==> src/rtl/hazard_ctrl_unit_if.sv <==
// Datapath <-> hazard controller bundle: pipeline specifiers and enables in,
// stall/flush/forward controls out. The controller side uses the slave modport.
interface hazard_ctrl_unit_if #(
  parameter int REG_W = 5
);
  logic [REG_W-1:0] RsD, RtD, RsE, RtE;
  logic [REG_W-1:0] WriteRegE, WriteRegM, WriteRegW;
  logic             RegWriteE, RegWriteM, RegWriteW;
  logic             MemtoRegE, MemtoRegM;
  logic             BranchD, PCSrcD;
  logic             MdStartE, MdDone;
  logic             StallF, StallD, StallE;
  logic             FlushD, FlushE;
  logic             ForwardAD, ForwardBD;
  logic [1:0]       ForwardAE, ForwardBE;
  logic             MdTimeoutErr;

  modport master (
    output RsD, RtD, RsE, RtE, WriteRegE, WriteRegM, WriteRegW,
           RegWriteE, RegWriteM, RegWriteW, MemtoRegE, MemtoRegM,
           BranchD, PCSrcD, MdStartE, MdDone,
    input  StallF, StallD, StallE, FlushD, FlushE,
           ForwardAD, ForwardBD, ForwardAE, ForwardBE, MdTimeoutErr
  );

  modport slave (
    input  RsD, RtD, RsE, RtE, WriteRegE, WriteRegM, WriteRegW,
           RegWriteE, RegWriteM, RegWriteW, MemtoRegE, MemtoRegM,
           BranchD, PCSrcD, MdStartE, MdDone,
    output StallF, StallD, StallE, FlushD, FlushE,
           ForwardAD, ForwardBD, ForwardAE, ForwardBE, MdTimeoutErr
  );
endinterface

==> src/rtl/hazard_ctrl_unit.sv <==
// Hazard/forwarding controller for the 5-stage F/D/E/M/W pipeline: forwarding
// selects, load-use and branch-data stalls, multi-cycle redirect flush, mul/div stall FSM.
module hazard_ctrl_unit #(
  parameter int REG_W           = 5,
  parameter int BR_FLUSH_CYCLES = 1,
  parameter int MD_TIMEOUT      = 64
) (
  input logic                clk,
  input logic                rst_n,
  hazard_ctrl_unit_if.slave  hz
);
  localparam int TO_W = $clog2(MD_TIMEOUT + 1);
  localparam logic [REG_W-1:0] ZERO_REG = REG_W'(0);

  typedef enum logic [1:0] {IDLE, REDIRECT, MD_WAIT} state_e;

  state_e          state;
  logic [2:0]      flushCnt;
  logic [TO_W-1:0] mdCnt;
  logic            mdErr;

  // Destination register 0 never creates a dependency.
  logic destE, destM, destW;
  assign destE = hz.WriteRegE != ZERO_REG;
  assign destM = hz.WriteRegM != ZERO_REG;
  assign destW = hz.WriteRegW != ZERO_REG;

  logic fwdMA, fwdWA, fwdMB, fwdWB;
  assign fwdMA = hz.RegWriteM && destM && (hz.RsE == hz.WriteRegM);
  assign fwdWA = hz.RegWriteW && destW && (hz.RsE == hz.WriteRegW);
  assign fwdMB = hz.RegWriteM && destM && (hz.RtE == hz.WriteRegM);
  assign fwdWB = hz.RegWriteW && destW && (hz.RtE == hz.WriteRegW);

  assign hz.ForwardAE = fwdMA ? 2'b10 : (fwdWA ? 2'b01 : 2'b00);
  assign hz.ForwardBE = fwdMB ? 2'b10 : (fwdWB ? 2'b01 : 2'b00);
  assign hz.ForwardAD = hz.RegWriteM && destM && (hz.RsD == hz.WriteRegM);
  assign hz.ForwardBD = hz.RegWriteM && destM && (hz.RtD == hz.WriteRegM);

  logic srcHitE, srcHitM, lwStall, brStall, hzStall;
  assign srcHitE = destE && ((hz.RsD == hz.WriteRegE) || (hz.RtD == hz.WriteRegE));
  assign srcHitM = destM && ((hz.RsD == hz.WriteRegM) || (hz.RtD == hz.WriteRegM));
  assign lwStall = hz.MemtoRegE && srcHitE;
  assign brStall = hz.BranchD && ((hz.RegWriteE && srcHitE) || (hz.MemtoRegM && srcHitM));
  assign hzStall = lwStall || brStall;

  // NOTE: state registers use non-blocking assignments so every flop samples pre-edge values.
  always_ff @(posedge clk or negedge rst_n) begin
    if (!rst_n) begin
      state    <= IDLE;
      flushCnt <= '0;
      mdCnt    <= '0;
      mdErr    <= 1'b0;
    end else begin
      case (state)
        IDLE: begin
          if (hz.MdStartE) begin
            // Any remaining redirect flush cycles are dropped when an MD op starts.
            state <= MD_WAIT;
            mdCnt <= '0;
          end else if (hz.PCSrcD && !hzStall && (BR_FLUSH_CYCLES > 1)) begin
            state    <= REDIRECT;
            flushCnt <= 3'(BR_FLUSH_CYCLES - 1);
          end
        end
        REDIRECT: begin
          flushCnt <= flushCnt - 3'd1;
          if (flushCnt == 3'd1) state <= IDLE;
        end
        MD_WAIT: begin
          if (hz.MdDone) begin
            state <= IDLE;
            mdCnt <= '0;
          end else if (mdCnt == TO_W'(MD_TIMEOUT - 1)) begin
            mdErr <= 1'b1;
            state <= IDLE;
            mdCnt <= '0;
          end else begin
            mdCnt <= mdCnt + TO_W'(1);
          end
        end
        default: state <= IDLE;
      endcase
    end
  end

  logic stallF, stallD, stallE, flushD, flushE;

  // NOTE: every always_comb output gets a default first so no latch is inferred.
  always_comb begin
    stallF = 1'b0;
    stallD = 1'b0;
    stallE = 1'b0;
    flushD = 1'b0;
    flushE = 1'b0;
    case (state)
      IDLE: begin
        stallF = hzStall;
        stallD = hzStall;
        flushE = hzStall;
        // A redirect behind a stall is deferred and re-evaluated next cycle.
        flushD = hz.PCSrcD && !hzStall;
      end
      REDIRECT: flushD = 1'b1;
      MD_WAIT: begin
        // FlushE stays low so the instruction held in E is not lost.
        stallF = !hz.MdDone;
        stallD = !hz.MdDone;
        stallE = !hz.MdDone;
      end
      default: ;
    endcase
  end

  // NOTE: controls are gated by rst_n so they read 0 during reset, not only after the flops clear.
  assign hz.StallF       = stallF && rst_n;
  assign hz.StallD       = stallD && rst_n;
  assign hz.StallE       = stallE && rst_n;
  assign hz.FlushD       = flushD && rst_n;
  assign hz.FlushE       = flushE && rst_n;
  assign hz.MdTimeoutErr = mdErr;
endmodule

==> src/flat_wrapper.sv <==
// flat-port wrapper written by rule: the top's interface ports become plain ports
module hazard_ctrl_unit_flat 
#(
  parameter int REG_W           = 5,
  parameter int BR_FLUSH_CYCLES = 1,
  parameter int MD_TIMEOUT      = 64
)
  (clk, rst_n, hz_RsD, hz_RtD, hz_RsE, hz_RtE, hz_WriteRegE, hz_WriteRegM, hz_WriteRegW, hz_RegWriteE, hz_RegWriteM, hz_RegWriteW, hz_MemtoRegE, hz_MemtoRegM, hz_BranchD, hz_PCSrcD, hz_MdStartE, hz_MdDone, hz_StallF, hz_StallD, hz_StallE, hz_FlushD, hz_FlushE, hz_ForwardAD, hz_ForwardBD, hz_ForwardAE, hz_ForwardBE, hz_MdTimeoutErr);
  hazard_ctrl_unit_if #(.REG_W(REG_W)) hz_i ();
  input logic clk;
  input logic rst_n;
  input wire logic [$bits(hz_i.RsD)-1:0] hz_RsD;
  input wire logic [$bits(hz_i.RtD)-1:0] hz_RtD;
  input wire logic [$bits(hz_i.RsE)-1:0] hz_RsE;
  input wire logic [$bits(hz_i.RtE)-1:0] hz_RtE;
  input wire logic [$bits(hz_i.WriteRegE)-1:0] hz_WriteRegE;
  input wire logic [$bits(hz_i.WriteRegM)-1:0] hz_WriteRegM;
  input wire logic [$bits(hz_i.WriteRegW)-1:0] hz_WriteRegW;
  input wire logic [$bits(hz_i.RegWriteE)-1:0] hz_RegWriteE;
  input wire logic [$bits(hz_i.RegWriteM)-1:0] hz_RegWriteM;
  input wire logic [$bits(hz_i.RegWriteW)-1:0] hz_RegWriteW;
  input wire logic [$bits(hz_i.MemtoRegE)-1:0] hz_MemtoRegE;
  input wire logic [$bits(hz_i.MemtoRegM)-1:0] hz_MemtoRegM;
  input wire logic [$bits(hz_i.BranchD)-1:0] hz_BranchD;
  input wire logic [$bits(hz_i.PCSrcD)-1:0] hz_PCSrcD;
  input wire logic [$bits(hz_i.MdStartE)-1:0] hz_MdStartE;
  input wire logic [$bits(hz_i.MdDone)-1:0] hz_MdDone;
  output wire logic [$bits(hz_i.StallF)-1:0] hz_StallF;
  output wire logic [$bits(hz_i.StallD)-1:0] hz_StallD;
  output wire logic [$bits(hz_i.StallE)-1:0] hz_StallE;
  output wire logic [$bits(hz_i.FlushD)-1:0] hz_FlushD;
  output wire logic [$bits(hz_i.FlushE)-1:0] hz_FlushE;
  output wire logic [$bits(hz_i.ForwardAD)-1:0] hz_ForwardAD;
  output wire logic [$bits(hz_i.ForwardBD)-1:0] hz_ForwardBD;
  output wire logic [$bits(hz_i.ForwardAE)-1:0] hz_ForwardAE;
  output wire logic [$bits(hz_i.ForwardBE)-1:0] hz_ForwardBE;
  output wire logic [$bits(hz_i.MdTimeoutErr)-1:0] hz_MdTimeoutErr;
  assign hz_i.RsD = hz_RsD;
  assign hz_i.RtD = hz_RtD;
  assign hz_i.RsE = hz_RsE;
  assign hz_i.RtE = hz_RtE;
  assign hz_i.WriteRegE = hz_WriteRegE;
  assign hz_i.WriteRegM = hz_WriteRegM;
  assign hz_i.WriteRegW = hz_WriteRegW;
  assign hz_i.RegWriteE = hz_RegWriteE;
  assign hz_i.RegWriteM = hz_RegWriteM;
  assign hz_i.RegWriteW = hz_RegWriteW;
  assign hz_i.MemtoRegE = hz_MemtoRegE;
  assign hz_i.MemtoRegM = hz_MemtoRegM;
  assign hz_i.BranchD = hz_BranchD;
  assign hz_i.PCSrcD = hz_PCSrcD;
  assign hz_i.MdStartE = hz_MdStartE;
  assign hz_i.MdDone = hz_MdDone;
  assign hz_StallF = hz_i.StallF;
  assign hz_StallD = hz_i.StallD;
  assign hz_StallE = hz_i.StallE;
  assign hz_FlushD = hz_i.FlushD;
  assign hz_FlushE = hz_i.FlushE;
  assign hz_ForwardAD = hz_i.ForwardAD;
  assign hz_ForwardBD = hz_i.ForwardBD;
  assign hz_ForwardAE = hz_i.ForwardAE;
  assign hz_ForwardBE = hz_i.ForwardBE;
  assign hz_MdTimeoutErr = hz_i.MdTimeoutErr;
  hazard_ctrl_unit #(.REG_W(REG_W), .BR_FLUSH_CYCLES(BR_FLUSH_CYCLES), .MD_TIMEOUT(MD_TIMEOUT)) u_core (.clk(clk), .rst_n(rst_n), .hz(hz_i));
endmodule
==> config.mk <==
export PLATFORM = sky130hd
export DESIGN_NAME = hazard_ctrl_unit_flat
export DESIGN_NICKNAME = d
export VERILOG_FILES = /design/src/rtl/hazard_ctrl_unit_if.sv /design/src/rtl/hazard_ctrl_unit.sv /design/src/flat_wrapper.sv
export SDC_FILE = /design/constraint.sdc
export NUM_CORES = 1
export LEC_CHECK = 0
export BUFFER_PORTS_ARGS = -buffer_cell sky130_fd_sc_hd__buf_2
export CAP_MARGIN = 20
export CORE_ASPECT_RATIO = 1.5
export CORE_MARGIN = 4
export CORE_UTILIZATION = 40
export CTS_CLUSTER_SIZE = 30
export DETAILED_ROUTE_END_ITERATION = 10
export PLACE_DENSITY = 0.73
export SLEW_MARGIN = 20
export SYNTH_ARGS = -nofsm -noshare
export SYNTH_HDL_FRONTEND = slang
export SYNTH_SLANG_ARGS = --single-unit
==> constraint.sdc <==
create_clock -name clk -period 2.1 [get_ports clk]
set_clock_uncertainty 0.15 [all_clocks]
set_input_delay 0 -clock clk [delete_from_list [all_inputs] [get_ports clk]]
set_output_delay 0 -clock clk [all_outputs]
set_load 0.01 [all_outputs]
**Word-level counts from Yosys, hierarchy flattened**

Index checks and enable logic that the tools add are counted.

- Flip-flop bits (word level): 13
- Latch bits: 0
- Bits in writable memories: 0
- Memory bits (read-only): 0
- Bits of input ports: 46
- Logic and storage cells: 72
- Memories: 0

- Add/subtract/negate cells: 2
- Multiply operators: 0
- Div/mod/pow operators: 0
- Order comparisons: 0
- Equal/unequal tests: 15
- Shift operators: 0
- Muxes and demuxes: 17
- Bitwise gates (word level): 1
- Reductions and logical operators: 33

Operator list:

| cell | number |
|---|---|
| == test 5 bit | 8 |
| two-way mux 7 bit | 3 |
| logical AND 1 bit | 19 |
| nonzero test 5 bit | 3 |
| case mux 7 bit (2 select lines) | 1 |
| two-way mux 2 bit | 6 |
| adder 7 x 1 -> 7 bit (second input constant) | 1 |
| == test 7 x 6 -> 1 bit (second input constant) | 1 |
| case mux 2 bit (3 select lines) | 1 |
| AND reduction 3 bit | 2 |
| logical OR 1 bit | 4 |
| two-way mux 1 bit | 4 |
| case mux 1 bit (2 select lines) | 2 |
| == test 3 x 1 -> 1 bit (second input constant) | 1 |
| != test 3 x 2 -> 1 bit (second input constant) | 1 |
| subtractor 3 x 1 -> 3 bit (second input constant) | 1 |
| == test 2 x 1 -> 1 bit (second input constant) | 1 |
| == test 2 bit (second input constant) | 1 |
| zero test 1 bit | 2 |
| zero test 2 bit | 1 |
| != test 2 x 1 -> 1 bit (second input constant) | 1 |
| != test 2 bit (second input constant) | 1 |
| AND reduction 2 bit | 1 |
| nonzero test 2 bit | 1 |
| inverter 1 bit | 1 |

**Depth between registers and ports, before layout**

Gate-level depths: netlist of the first run.

- Word-level depth: 11
- Mapped depth: 7
- Gate-level depth less buffers: 6

**Least setup slack after synthesis of the first run**

Ideal clock, no wire load.

- Path type: reg2reg
- Start point: reg u_core.mdCnt[0]
- End point: reg u_core.mdCnt[3]
- Setup time: 0.118 ns
- Data arrival time: 1.421 ns
- Data required time: 1.832 ns
- Path slack: 0.411 ns
- Cell stages (with the launch flop): 7
- Path buffers: 0
- Period minus slack after synthesis: 1.689 ns
- Cell sequence: dfrtp_1 ha_1 and3_1 nand3_1 o21ai_0 o22ai_1 a21o_1

- Word-level cells in the longest chain between the ends: 4
- Elaborated cells between the ends (all ways): 5

Ends and longest elaborated chain:

| element | line | RTL |
|---|---|---|
| start, declared | hazard_ctrl_unit.sv:19 | `logic [TO_W-1:0] mdCnt;` |
| start signal, assigned | hazard_ctrl_unit.sv:78 | `mdCnt <= mdCnt + TO_W'(1);` |
| adder 7 x 1 -> 7 bit / == test 7 x 6 -> 1 bit (equally long branches) | hazard_ctrl_unit.sv:78, hazard_ctrl_unit.sv:73 |  |
| two-way mux 7 bit (*) | hazard_ctrl_unit.sv:73 | `end else if (mdCnt == TO_W'(MD_TIMEOUT - 1)) begin` |
| two-way mux 7 bit (*) | hazard_ctrl_unit.sv:70 | `if (hz.MdDone) begin` |
| case mux 7 bit (2 select lines) (*) | hazard_ctrl_unit.sv:54 | `case (state)` |

Every way passes the cells marked *; elsewhere a longest branch is shown, timed or not.
A chain may end at the register's enable or synchronous reset.

**Worst setup path in the final report of the first run**

Ends and elaborated chain as after synthesis.

==> results of run 1 <==
==> sequential cells by signal (all words and copies together), names as in the netlist <==
name and cells:
u_core.hz.MdTimeoutErr 1, u_core.state 1, u_core.mdCnt 7
==> final cells by class <==
type,count,area share
multi-input combinational,108,0.5448
tap,24,0.02172
timing repair buffer,62,0.2407
clock buffer,4,0.01900
inverter,4,0.01086
sequential,9,0.1629
==> worst max-delay path: stages, from the launching register on <==
cell and delay, ns:
dfrtp_1 0.39, ha_1 0.22, and3_1 0.22, nand3_1 0.13, o21ai_0 0.24, o22ai_1 0.13
a21o_1 0.19
==> Yosys cell counts <==
cell type,n,area share
o211ai_1,1,0.0072
o21ai_4,1,0.016
or4_1,3,0.022
dfrtp_1,9,0.22
nor4_1,2,0.012
o22ai_1,2,0.012
a211oi_1,1,0.0072
a21oi_1,4,0.019
nand2b_1,1,0.0060
xnor2_1,20,0.17
xor2_1,21,0.18
ha_1,1,0.012
buf_2,2,0.0096
and3_1,2,0.012
nand3b_1,1,0.0072
nor3b_1,1,0.0072
or4_4,1,0.011
nand2_1,9,0.032
o31ai_1,1,0.0072
nor2b_1,2,0.012
nand3_1,9,0.043
o21ai_0,10,0.048
buf_4,3,0.022
inv_1,4,0.014
a21o_1,1,0.0072
nor4_2,2,0.024
clkbuf_1,2,0.0072
nor2_1,8,0.029
nor3_1,3,0.014
a2111o_1,1,0.011
buf_6,1,0.011
==> cell families (layout without fill, tap and decap cells) <==
group / after synthesis / after routing / share of synthesized area
flops: 9 / 9 / 0.2156
xor+xnor: 41 / 41 / 0.3437
simple gates: 44 / 44 / 0.2311
buf+inv: 12 / 70 / 0.06347
fa+ha+maj: 1 / 1 / 0.01197
compound gates: 22 / 22 / 0.1341
==> worst paths after layout <==
check | startpoint | end | slack, ns
worst max-delay path | u_core.mdCnt[0]$_DFFE_PN0P_ | u_core.mdCnt[3]$_DFFE_PN0P_ | 0.34
max in group asynchronous | rst_n | u_core.hz.MdTimeoutErr$_DFFE_PN0P_ | 0.90
worst min-delay path | hz_PCSrcD | hz_FlushD | 0.16
min in group asynchronous | rst_n | u_core.mdCnt[3]$_DFFE_PN0P_ | 0.59
worst max register to register | u_core.mdCnt[0]$_DFFE_PN0P_ | u_core.mdCnt[3]$_DFFE_PN0P_ | 0.34
worst min register to register | u_core.hz.MdTimeoutErr$_DFFE_PN0P_ | u_core.hz.MdTimeoutErr$_DFFE_PN0P_ | 0.32
==> per-layer routing <==
metal  share of wire  track usage  up-vias
met5               0            0        -
met4           0.035       0.1169        0
met3           0.080      0.04632       12
met2            0.57       0.3976       52
met1            0.31       0.1628      510
li1                -            -      555
==> power breakdown <==
part,leakage [nW],internal (mW),switching (mW)
sequential,0.117,0.182,0.0103
clock,0.0150,0.0733,0.0618
combinational,0.536,0.106,0.114
total,0.668,0.362,0.186
==> timing repair <==
action	in CTS	in global routing
setup buffers	0	0
hold buffers	4	0
endpoints found under the hold margin	17	0
==> summary.txt, run 1 <==
run status = completed
worst rel slew slack = 0.7107
cell area after layout = 1383 µm²
clock tree buffer depth = 2
RSZ-0062 raised after global routing = false
sequential cell area = 225.2 µm²
total power draw = 0.5481 mW
CP Data Required Time = 2.11 ns
Post-Route Setup TNS = 0 ns
Synth cell types = 31
Hold Fails Final Rpt = 0
io pins = 58
grt ovf = 0
Initial Util = 0.4217
clk sinks = 9
clk slew on worst S/H paths = 0.06 ns
Wirelength per Cell = 14.76 µm
final wirelength = 3114 µm
Die X = 49.73 µm
Slew Limit Fails = 0
P&R area growth vs syn = 32.34%
# placed instances = 203
Mapped Cells = 129
synthesized area per cell = 8.099 µm²
hold depth = 4
multi-input combinational cell area = 753.2 µm²
final core utilization = 0.5581
Worst Max-Slew Pin Slew = 0.4325 ns
Max Fclk = 569.4 MHz
hold_ws = 0.1585 ns
Max-cap violations = 0
Skew-Pair Late Insertion Delay = 0.27 ns
clock tree root driver cell = clkbuf_4
setup slack after layout = 0.3436 ns
initial antenna violation count = 0
post-synthesis sequential area ratio = 0.2156
first-pass GRT wire length = 5409 µm
port buffer count = 57
R2R depth = 6
TritonRoute pass-1 iters = 3
Antenna diodes = 0
antenna viol nets, final = 0
DIE AREA = 3510 µm²
worst setup path category = register to register
most common cell after layout, fill and taps aside = buf_2
vias per cell = 5.351
GRT Total Usage = 0.1967
CP startpoint kind = register
Resize count post-CTS = 0
Iter 0 DRT Violations = 7
Static Leak = 0.6685 nW
TritonCTS buffer count = 3
largest net degree at the start of global routing = 10
crit path time final = 1.756 ns
cell area after synthesis = 1045 µm²
routed via count = 1129
post-route insts no fill = 211
vias in the first global route = 1264
CTS HTree Levels = 1
fin nets = 235
class of the worst hold path = input port to primary output
CTS tree = done
PwrDens = 396.5 nW/µm²
drt drc = 0
final worst path period share = 0.8364
CP Max Fanout = 4
Filler cells = 239
dpl cell area = 1316 µm²
DP HPWL = 2667 µm
core area = 2477 µm²
die height = 70.59 µm
critical path endpoint category = register
commonest cells after routing, fill and taps aside = buf_2 (57), xor2_1 (21), xnor2_1 (20)
Ys Warns = 0
setup violators final = 0
Max VDD drop = 0.0003078 V
number of synthesized register bits = 9
# rows = 22
Mapped Nets = 176
pre-CTS setup slack = 0.3918 ns
Crit path arrival time = 1.77 ns
layout cells sized above 1 = 0.3476
GP Congestion = 0.8907
Note: power is estimated with default switching activity, not from simulation.
==> run 2: changes to the inputs <==
--- a/config.mk
+++ b/config.mk
@@ -12,7 +12,7 @@
 export CORE_UTILIZATION = 40
 export CTS_CLUSTER_SIZE = 30
 export DETAILED_ROUTE_END_ITERATION = 10
-export PLACE_DENSITY = 0.73
+export PLACE_DENSITY = 0.76
 export SLEW_MARGIN = 20
 export SYNTH_ARGS = -nofsm -noshare
 export SYNTH_HDL_FRONTEND = slang
==> constraint.sdc (replaced) <==
create_clock -name clk -period 1.4 [get_ports clk]
set_clock_uncertainty 0.15 [all_clocks]
set_input_delay 0 -clock clk [delete_from_list [all_inputs] [get_ports clk]]
set_output_delay 0 -clock clk [all_outputs]
set_load 0.01 [all_outputs]
==> summary.txt, run 2 (same netlist as run 1, synthesis figures left out) <==
TritonRoute pass-1 iters = 4 (+1)
TritonCTS buffer count = 3 (unchanged)
grt ovf = 0 (unchanged)
fin nets = 259 (+10%)
DIE AREA = 3510 µm² (unchanged)
Buf/Inv on CP = 0 (unchanged)
critical path's largest stage delay = 0.37 ns (-0.02 ns)
run status = finished, violations left
Initial Util = 0.4217 (unchanged)
core area = 2477 µm² (unchanged)
vias in the first global route = 1371 (+8.5%)
critical path endpoint category = register
largest net degree at the start of global routing = 10 (unchanged)
pre-CTS setup slack = -0.1208 ns (-0.5127 ns)
# rows = 22 (unchanged)
Hold Fails Final Rpt = 1 (+1)
Iter 0 DRT Violations = 21 (+14)
Crit Reg-Reg Endpoint = u_core.mdCnt[3]$_DFFE_PN0P_
clk slew on worst S/H paths = 0.07 ns (about the same)
port buffer count = 57 (unchanged)
Setup crit start = u_core.mdCnt[0]$_DFFE_PN0P_
die height = 70.59 µm (unchanged)
clk sinks = 9 (unchanged)
reg2reg setup slack = -0.12 ns (-0.47 ns)
RSZ-0062 raised after global routing = true
CTS HTree Levels = 1 (unchanged)
CTS tree = done
GRT Total Usage = 0.2200 (+0.02329)
commonest cells after routing, fill and taps aside = buf_2 (50), buf_4 (27), xnor2_1 (20), xor2_1 (20), nand2_1 (9)
crit path time final = 1.525 ns (-0.2314 ns)
cell family with most CP delay = compound AO/OA/AOI/OAI gates
Max VDD drop = 0.0005889 V (+91%)
drt drc = 0 (unchanged)
CP startpoint kind = register
most common cell after layout, fill and taps aside = buf_2
WHS Endpoint = u_core.hz.MdTimeoutErr$_DFFE_PN0P_
Static Leak = 0.8228 nW (+23%)
Most flops, register = u_core.mdCnt
FF-to-FF Start = u_core.mdCnt[0]$_DFFE_PN0P_
Slew Limit Fails = 0 (unchanged)
worst rel slew slack = 0.7828 (+0.07211)
cell area after layout = 1727 µm² (+25%)
Die X = 49.73 µm (unchanged)
Max Fclk = 655.8 MHz (+15%)
final worst path period share = 1.089 (+0.2529)
CP cell instances = ha_2, and3_4, nand3_4, o21ai_4, o22ai_2, a21o_1
Post-CTS Hold Buffers = 3 (-1)
slowest stage cell, crit path = dfrtp_1
setup slack after layout = -0.1249 ns (-0.4686 ns)
hold depth = 3 (-1)
hold_ws = -0.07106 ns (-0.2296 ns)
CP Max Fanout = 3 (-1)
GP Congestion = 0.9330 (+4.7%)
Wirelength per Cell = 16.85 µm (+14%)
first-pass GRT wire length = 6065 µm (+12%)
Max-cap violations = 0 (unchanged)
io pins = 58 (unchanged)
worst setup path category = register to register
hold path startpoint = hz_MdDone
DP HPWL = 3008 µm (+13%)
final wirelength = 3960 µm (+27%)
clock tree buffer depth = 2 (unchanged)
initial antenna violation count = 0 (unchanged)
routed via count = 1267 (+12%)
Skew-Pair Late Insertion Delay = 0.28 ns (about the same)
Antenna diodes = 0 (unchanged)
CP Data Required Time = 1.43 ns (-0.68 ns)
layout cells sized above 1 = 0.5308 (+0.1832)
vias per cell = 5.391 (+0.76%)
dpl cell area = 1490 µm² (+13%)
setup violators final = 9 (+9)
Worst Max-Slew Pin Slew = 0.3233 ns (-0.1092 ns)
class of the worst hold path = input port to register
P&R area growth vs syn = 65.27%
number of flip-flops in the largest register = 7 (unchanged)
failing checks = hold timing, setup timing
antenna viol nets, final = 0 (unchanged)
Crit path arrival time = 1.55 ns (-0.22 ns)
R2R depth = 6 (unchanged)
PwrDens = 571.1 nW/µm² (+44%)
clock tree root driver cell = clkbuf_4
==> run 2: changes by cell type in the layout (fill, tap and decap cells not counted), sizes merged <==
cell / previous run / this run
buf: 58 / 83
dlygate4sd3: 4 / 3
==> run 2: layout make-up <==
class | instances | area, µm²
timing repair buffer | 86 | 550.5
inverter | 4 | 15.01
sequential | 9 | 226.5
multi-input combinational | 108 | 878.3
fill | 190 | 750.7
clock buffer | 4 | 26.28
tap | 24 | 30.03
==> run 2: worst register-to-register path: cells and delay by family (launching register included) <==
| kind | cells | cell delay, ns |
|---|---|---|
| fa+ha+maj | 1 | 0.18 |
| simple gates | 2 | 0.30 |
| flops | 1 | 0.37 |
| compound gates | 3 | 0.43 |
==> run 2: per-layer routing <==
layer  vias up  wire (µm)  global-route usage
met5         -          0                   0
met4         0        187              0.1292
met3        15        221             0.02947
met2        61       2265              0.4404
met1       584       1286              0.2003
li1        607          -                   -
==> run 2: report_power, final <==
| part | switching, mW | internal [mW] | total [mW] |
|---|---|---|---|
| sequential | 0.0110 | 0.274 | 0.285 |
| combinational | 0.234 | 0.244 | 0.479 |
| clock | 0.112 | 0.111 | 0.223 |
| total | 0.357 | 0.629 | 0.986 |
==> run 2: how the worst max path moves through the flow <==
stage	endpoint	slack, ns	cells past startpoint
2_1_floorplan	u_core.mdCnt[3]$_DFFE_PN0P_	-0.09	6
3_3_place_gp	u_core.mdCnt[3]$_DFFE_PN0P_	-0.07	6
3_5_place_dp	u_core.mdCnt[3]$_DFFE_PN0P_	-0.12	6
4_1_cts	u_core.mdCnt[3]$_DFFE_PN0P_	-0.1	6
5_1_grt	u_core.mdCnt[3]$_DFFE_PN0P_	-0.18	6
6_report	u_core.mdCnt[3]$_DFFE_PN0P_	-0.12	6
==> run 2: what timing repair did <==
action,in CTS,in global routing
gates cloned,0,0
gates resized for setup,16,24
setup buffers,2,4
pin swaps,9,9
endpoints found under the setup margin,13,18
hold endpoints to repair,15,1
==> run 2: through the flow <==
stage / hold slack, ns / std cells / utilization / TNS [ns] / total power [mW]
3_5_place_dp: -0.2191 / 222 / 0.6015 / -0.9329 / 0.6687
4_1_cts: 0.01620 / 231 / 0.6480 / -0.5486 / 0.9173
6_report: -0.07106 / 235 / 0.6970 / -0.6820 / 0.9862
5_1_grt: -0.06169 / 235 / 0.6970 / -1.366 / 1.046
3_3_place_gp: -0.2249 / 222 / 0.6015 / -0.5408 / 0.6536
2_1_floorplan: -0.4456 / 129 / - / -0.1636 / 0.4846
